### src/rtl/tag_rx_symb_accum.sv
// Integrate-and-dump of baseband I/Q over each symbol period after a frame start,
// emitting one complex sum per symbol through a 2-entry AXI-stream FIFO.
module tag_rx_symb_accum #(
  parameter int DATA_WIDTH    = 16,
  parameter int SAMP_PER_SYMB = 4096,
  parameter int NSYMB         = 64,
  parameter int OUT_WIDTH     = 32
) (
  input  logic                   clk,
  input  logic                   reset,
  input  logic                   clear,
  input  logic                   start,
  input  logic                   in_tvalid,
  input  logic [DATA_WIDTH-1:0]  in_i,
  input  logic [DATA_WIDTH-1:0]  in_q,
  output logic [2*OUT_WIDTH-1:0] o_tdata,
  output logic                   o_tvalid,
  output logic                   o_tlast,
  input  logic                   o_tready,
  output logic                   busy,
  output logic                   overflow,
  output logic [15:0]            symb_count
);

  localparam int CNT_WIDTH = $clog2(SAMP_PER_SYMB);
  localparam int ACC_WIDTH = DATA_WIDTH + CNT_WIDTH;

  typedef enum logic {IDLE, ACCUM} state_t;

  typedef struct packed {
    logic                        last;
    logic signed [ACC_WIDTH-1:0] i;
    logic signed [ACC_WIDTH-1:0] q;
  } word_t;

  state_t                      state_q, state_d;
  logic [CNT_WIDTH-1:0]        samp_cnt_q, samp_cnt_d;
  logic [15:0]                 symb_cnt_q, symb_cnt_d;
  logic signed [ACC_WIDTH-1:0] acc_i_q, acc_i_d;
  logic signed [ACC_WIDTH-1:0] acc_q_q, acc_q_d;
  word_t                       fifo_q [2];
  word_t                       fifo_d [2];
  logic                        rd_ptr_q, rd_ptr_d;
  logic                        wr_ptr_q, wr_ptr_d;
  logic [1:0]                  count_q, count_d;
  logic                        overflow_q, overflow_d;

  logic signed [DATA_WIDTH-1:0] in_i_s, in_q_s;
  logic signed [ACC_WIDTH-1:0]  sum_i, sum_q;
  logic                         pop, dump, push_ok, last_symb;

  assign in_i_s    = in_i;
  assign in_q_s    = in_q;
  assign sum_i     = acc_i_q + ACC_WIDTH'(in_i_s);
  assign sum_q     = acc_q_q + ACC_WIDTH'(in_q_s);
  assign pop       = (count_q != 2'd0) && o_tready;
  assign last_symb = (symb_cnt_q == 16'(NSYMB - 1));

  always_comb begin
    state_d    = state_q;
    samp_cnt_d = samp_cnt_q;
    symb_cnt_d = symb_cnt_q;
    acc_i_d    = acc_i_q;
    acc_q_d    = acc_q_q;
    fifo_d     = fifo_q;
    rd_ptr_d   = rd_ptr_q;
    wr_ptr_d   = wr_ptr_q;
    overflow_d = overflow_q;
    dump       = 1'b0;
    push_ok    = 1'b0;

    if (state_q == ACCUM && in_tvalid) begin
      acc_i_d    = sum_i;
      acc_q_d    = sum_q;
      samp_cnt_d = samp_cnt_q + 1'b1;
      if (samp_cnt_q == CNT_WIDTH'(SAMP_PER_SYMB - 1)) begin
        dump       = 1'b1;
        acc_i_d    = '0;
        acc_q_d    = '0;
        samp_cnt_d = '0;
        symb_cnt_d = symb_cnt_q + 16'd1;
        if (last_symb) state_d = IDLE;
      end
    end

    // A restart wins over the counter update but never over the dump push below.
    if (start) begin
      state_d    = ACCUM;
      samp_cnt_d = '0;
      symb_cnt_d = '0;
      acc_i_d    = '0;
      acc_q_d    = '0;
    end

    if (dump) begin
      if (count_q != 2'd2 || pop) begin
        fifo_d[wr_ptr_q] = '{last: last_symb, i: sum_i, q: sum_q};
        wr_ptr_d         = ~wr_ptr_q;
        push_ok          = 1'b1;
      end else begin
        overflow_d = 1'b1;
      end
    end

    if (pop) rd_ptr_d = ~rd_ptr_q;
    count_d = count_q + {1'b0, push_ok} - {1'b0, pop};
  end

  always_ff @(posedge clk) begin
    if (reset || clear) begin
      state_q    <= IDLE;
      samp_cnt_q <= '0;
      symb_cnt_q <= '0;
      acc_i_q    <= '0;
      acc_q_q    <= '0;
      fifo_q     <= '{default: '0};
      rd_ptr_q   <= 1'b0;
      wr_ptr_q   <= 1'b0;
      count_q    <= '0;
      overflow_q <= 1'b0;
    end else begin
      state_q    <= state_d;
      samp_cnt_q <= samp_cnt_d;
      symb_cnt_q <= symb_cnt_d;
      acc_i_q    <= acc_i_d;
      acc_q_q    <= acc_q_d;
      fifo_q     <= fifo_d;
      rd_ptr_q   <= rd_ptr_d;
      wr_ptr_q   <= wr_ptr_d;
      count_q    <= count_d;
      overflow_q <= overflow_d;
    end
  end

  word_t                       head;
  logic signed [ACC_WIDTH-1:0] head_i, head_q;
  logic signed [OUT_WIDTH-1:0] out_i, out_q;

  assign head   = fifo_q[rd_ptr_q];
  assign head_i = head.i;
  assign head_q = head.q;
  assign out_i  = OUT_WIDTH'(head_i);
  assign out_q  = OUT_WIDTH'(head_q);

  assign o_tvalid   = (count_q != 2'd0);
  assign o_tlast    = o_tvalid & head.last;
  assign o_tdata    = o_tvalid ? {out_i, out_q} : '0;
  assign busy       = (state_q == ACCUM);
  assign overflow   = overflow_q;
  assign symb_count = symb_cnt_q;

endmodule

### config.mk
export PLATFORM = sky130hd
export DESIGN_NAME = tag_rx_symb_accum
export DESIGN_NICKNAME = d
export VERILOG_FILES = /design/src/rtl/tag_rx_symb_accum.sv
export SDC_FILE = /design/constraint.sdc
export NUM_CORES = 1
export LEC_CHECK = 0
export ABC_AREA = 1
export ABC_CLOCK_PERIOD_IN_PS = 6350
export BUFFER_PORTS_ARGS = -buffer_cell sky130_fd_sc_hd__buf_2
export CORE_UTILIZATION = 35
export DETAILED_ROUTE_END_ITERATION = 12
export GPL_ROUTABILITY_DRIVEN = 0
export PLACE_DENSITY_LB_ADDON = 0.2
export SLEW_MARGIN = 20
export SYNTH_ARGS = -nofsm -noshare
export SYNTH_HDL_FRONTEND = slang
export SYNTH_SLANG_ARGS = --single-unit
### constraint.sdc
create_clock -name clk -period 6.35 [get_ports clk]
set_input_delay 0.3175 -clock clk [delete_from_list [all_inputs] [get_ports clk]]
set_output_delay 0.3175 -clock clk [all_outputs]
set_load 0.02 [all_outputs]
Yosys cells after proc, flatten, opt, wreduce, memory -nomap -nowiden
Index checks and enable logic that the tools add are counted.
- bits of input ports: 38
- logic and storage cells: 65
- bits in registers: 204
- output and inout port bits: 84
- equal/unequal tests: 3
- muxes and demuxes: 18
- reductions and logical operators: 14
- bitwise logic cells: 6
- add/subtract/negate cells: 6
- $lt $le $gt $ge: 3
- operator list (operator ; number):
    $mux W57 ; 4
    $bwmux W114 ; 1
    $mux W64 ; 1
    $demux W57 S1 ; 1
    $add A28 B16 Y28 ; 2
    $mux W28 ; 2
    $add A16 B1 Y16 const B ; 1
    $eq A16 B6 Y1 const B ; 1
    $add A12 B1 Y12 const B ; 1
    $eq A12 B12 Y1 const B ; 1
    $mux W12 ; 1
    $mux W1 ; 8
    $reduce_bool A2 Y1 ; 4
    $reduce_and A2 Y1 ; 3
    $ge A2 B2 Y1 const B ; 2
    $not A1 Y2 ; 2
    $logic_and A1 B1 Y1 ; 3
    $not A1 Y1 ; 3
    $reduce_and A3 Y1 ; 1
    $add A2 B1 Y2 ; 1
    $logic_or A1 B1 Y1 ; 2
    $lt A2 B1 Y1 const B ; 1
    $ne A2 B2 Y1 const B ; 1
    $reduce_or A2 Y1 ; 1
    other kinds (2) ; 2

Logic depth before layout (Yosys ltp)
- depth in word-level cells: 7
- gate-level depth with buffers: 15
- depth with buffers taken out: 15

Worst setup path before layout
Ideal clock, no wire load.
- path type: reg-to-output
- start point: register count_q[1]
- end point: output o_tdata[28]
- setup slack: 4.254 ns
- data required time: 6.032 ns
- path buffers: 3
- stages on the path, launching flop included: 8
- arrival: 1.778 ns
- cells stage by stage: dfxtp_1 > nor2_1 > inv_1 > clkbuf_1 > clkbuf_1 > o21ai_0 > a21oi_1 > buf_4
- longest elaborated chain between the ends: 2
- ends and longest elaborated chain (element ; RTL line ; text):
    from (decl) ; 45 ; logic [1:0] count_q, count_d;
    from (signal assigned) ; 130 ; count_q <= count_d;
    $reduce_bool A2 Y1 ; 145 ; assign o_tvalid = (count_q != 2'd0);
    $mux W64 ; 147 ; assign o_tdata = o_tvalid ? {out_i, out_q} : '0;
    to (decl) ; 16 ; output logic [2*OUT_WIDTH-1:0] o_tdata,
Every way passes these cells.

Final worst setup path
- start point: register state_q (netlist: busy)
- end point: register fifo_q[84] (netlist bit)
- longest elaborated chain between the ends: 3
- ends and longest elaborated chain (element ; RTL line ; text):
    from (decl) ; 36 ; state_t state_q, state_d;
    from (signal assigned) ; 122 ; state_q <= state_d;
    $logic_and A1 B1 Y1 ; 72 ; if (state_q == ACCUM && in_tvalid) begin
    $mux W1 ; 72 ;
    $reduce_and A2 Y1 (no line) ; -- ;
    to (signal assigned) ; 127 ; fifo_q <= fifo_d;
    to (decl) ; 41 ; word_t fifo_q [2];
Every way passes these cells.
A chain may end at the register's enable or synchronous reset.

==> metrics.md <==
| Metric | Value |
|---|---|
| Type of the worst setup path | reg2reg |
| Worst-path fanout max | 61 |
| Crit share post-route | 0.523 |
| WP data required | around 6.8 ns |
| Post-CTS setup buffer count | 0 |
| Largest net degree at the start of global routing | 67 |
| Synth Register Bits | between 200 and 250 |
| Clock skew | around 0.012 ns |
| Worst Tran Pin Value | between 0.8 and 0.9 ns |
| Cell family with most CP delay | simple AND/OR/NAND/NOR gates |
| Total global-route track usage | 0.205 |
| Area after DPL | 13400 um2 |
| Async SR Flop Fraction | 0 |
| Vias in the first global route | 11400 |
| Placed cells | 2477 |
| Dpl hpwl | about 27000 um |
| HP Start | start |
| Worst-path cell chain | nand2_4, inv_2, nand2_1, inv_2, nand2_4, inv_6, nand2_8, nor2_8, inv_2, o21ai_0, inv_1 |
| Num CTS Buffers | 25 |
| Seq/Total Area, Yosys | 0.325 |
| Die ar. | 36600 um2 |
| First-pass GRT wire length | 59800 um |
| Origin of the critical flop-to-flop path | busy |
| Initial Util | 0.360 |
| Routed vias/inst | slightly below 5 |
| Crit path depth | 11 |
| Skew-Pair Late Insertion Delay | 0.53 ns |
| R2R setup slack | a little over 3 ns |
| Initial antenna violation count | 0 |
| Met2 Use GR | 0.327 |
| Setup TNS | 0 ns |
| Final Non-Filler Cells | between 2000 and 3000 |
| Slowest stage delay, CP | ~0.64 ns |
| Width of the die | approximately 190 um |
| Post-Route WL | ~37000 um |
| Period minus WS final | between 3 and 4 ns |
| Nets@finish | around 2100 |
| VDD IR max | between 200 and 300 uV |
| Worst setup EP type | flop |
| CP max-delay cell | nor2_8 |
| Syn Nets | between 2000 and 2500 |
| Num rows | 68 |
| Clk sinks | a little over 200 |
| Hold Crit Endpoint | busy |
| Worst reg2reg endpoint | fifo_q[84] |
| Max cap viols | 0 |
| Worst path most repeated cell | inv_2 |
| Grt ovf | 0 |
| CTS tree | built |
| Worst Reg-to-Reg Cells | 11 |
| Slew Limit Fails | 0 |
| Top-area cell type share of the netlist area | 0.325 |
| Synthesized area per cell | 6.39 um2 |
| Synthesized area | between 10000 and 15000 um2 |
| H-tree Lvls | 1 |
| Post-CTS sizing | 0 |
| GR Util met3 | 0.0285 |
| Post-synth EDFFs | 0 |
| DRC viols | 0 |
| Fillers | 3827 |
| Hold depth | 3 |
| I/O Pins | about 120 |
| Share of cells above drive strength 1 | 0.103 |
| Lkg Pwr | about 7.1 nW |
| Clk buf depth | 3 |
| Slew margin rel. | 0.431 |
| Max Clk Rate | approximately 0.3 GHz |
| P per Cell Area | 210 nW/um2 |
| Post-CTS Hold Buffers | 0 |
| Synth-to-Final Area Change | 14.0% |
| Synth top area cells | dfxtp_1, nand2_1, inv_1 |
| Yosys top cell by area | dfxtp_1 |
| Drt wl/cell | around 15 um |
| Final Setup Violations | 0 |
| Final hold viol count | 0 |
| Met1 track demand over resource | 0.281 |
| Root Buffer | clkbuf_16 |
| Post-route cell area | about 14000 um2 |
| Vias | roughly 12000 |
| RSZ-0062 raised after global routing | false |
| First-pass iteration count of the detailed router | 7 |
| Worst-path clk slew | 0.07 ns |
| Cell count after synthesis | between 1500 and 2000 |
| Arrival @ worst endpoint | roughly 3.7 ns |
| Synth warnings | 0 |
| Worst setup SP type | flop |
| CP bufs+invs | 5 |
| Total core area | roughly 35000 um2 |
| Post-synth cell types | 48 |
| # port buffers | ~120 |
| Post-route ant nets | 0 |
| Worst hold path class | in2reg |
| Initial DRC count | a little over 800 |
| Busiest grt layer | met2 |
| Ys flop type | dfxtp_1 |
| Pwr Total | 3.00 mW |
| Status | complete, no violations |
| Die height | 191 um |
-- metal layers --
layer,vias to the layer above,wire [um]
li1,6374,-
met1,5561,17800
met2,273,16400
met3,65,1900
met4,0,1340
met5,-,0
-- worst register-to-register path: stages, from the launching register on --
cell and delay (ns):
dfxtp_1 0.40, nand2_4 0.47, inv_2 0.35, nand2_1 0.14
inv_2 0.10, nand2_4 0.10, inv_6 0.11, nand2_8 0.07
nor2_8 0.64, inv_2 0.50, o21ai_0 0.28, inv_1 0.05
-- cells in the mapped netlist, types with 17 or more instances --
master    number
dfxtp_1      204
o22ai_1       17
o21ai_1       17
a21oi_1      184
xor2_1        25
o21ai_0      121
nand3_1       98
nand4_1       18
clkbuf_1      39
ha_1          58
nand2_1      593
nor2_1       113
o21a_1        23
inv_1        335
-- where the power goes --
part,total (mW),switching (mW),internal [mW]
Combinational,0.186,0.132,0.0540
Sequential,1.28,0.00132,1.28
Clock,1.53,0.603,0.931
-- cells by family after synthesis --
| family | after synthesis | synth area share |
|---|---|---|
| AND/OR/NAND/NOR | 866 | 0.285 |
| buffers and inverters | 415 | 0.135 |
| AO/OA/AOI/OAI | 382 | 0.167 |
| flip-flops | 204 | 0.325 |
| adder cells (fa/ha/maj) | 60 | 0.0610 |
| XOR/XNOR | 38 | 0.0265 |
-- layout make-up --
cell class,count,area (um2),share of cell area
Clock inverter,14,173,0.0121
Tap cell,455,569,0.0398
Multi-Input combinational cell,1346,6800,0.475
Timing Repair Buffer,127,651,0.0455
Clock buffer,31,719,0.0503
Antenna cell,1,2.50,0.000175
Inverter,345,1310,0.0912
Sequential cell,204,4090,0.286
-- sequential cells by signal, summed over array words and instances (netlist names) --
signal	cells
count_q	2
fifo_q	114
wr_ptr_q	1
acc_i_q	28
rd_ptr_q	1
acc_q_q	28
busy	1
overflow	1
symb_count	16
samp_cnt_q	12
-- placed cells by master, fill, tap and decap left out, types with 5 or more instances in the layout --
master / netlist / routed
or2_2: 9 / 9
clkbuf_16: 0 / 26
o21ai_1: 17 / 17
o21ai_0: 121 / 121
o22ai_2: 10 / 10
nand4_1: 18 / 18
clkinv_4: 0 / 5
inv_2: 6 / 5
nand2_1: 593 / 592
clkbuf_8: 0 / 5
nor2_1: 113 / 112
buf_2: 11 / 121
dfxtp_1: 204 / 203
clkinv_2: 1 / 5
nor3_1: 7 / 7
o21a_1: 23 / 23
a21oi_1: 184 / 183
nand3_1: 98 / 98
ha_1: 58 / 58
o22ai_1: 17 / 17
inv_1: 335 / 335
xnor2_1: 13 / 13
and2_1: 6 / 6
buf_4: 11 / 6
xor2_1: 25 / 25
-- worst max-delay path by stage --
stage | start | to | slack (ns)
after CTS | busy | fifo_q[84] | 2.98
after global placement | clear | samp_cnt_q[10] | 2.79
after global routing | busy | fifo_q[84] | 2.69
after detailed placement | clear | samp_cnt_q[10] | 2.71
after floorplan | count_q[1] | o_tdata[28] | 4.25
final | busy | fifo_q[84] | 3.03
-- metrics by stage --
step                hold WS (ns)  utilization  setup WS (ns)
floorplan                  0.421            -           4.25
global placement           0.431        0.384           2.79
detailed placement         0.434        0.384           2.71
CTS                       0.0503        0.410           2.98
global route              0.0779        0.410           2.69
finish                    0.0494        0.410           3.03
Power figures use the tool's default switching activity.
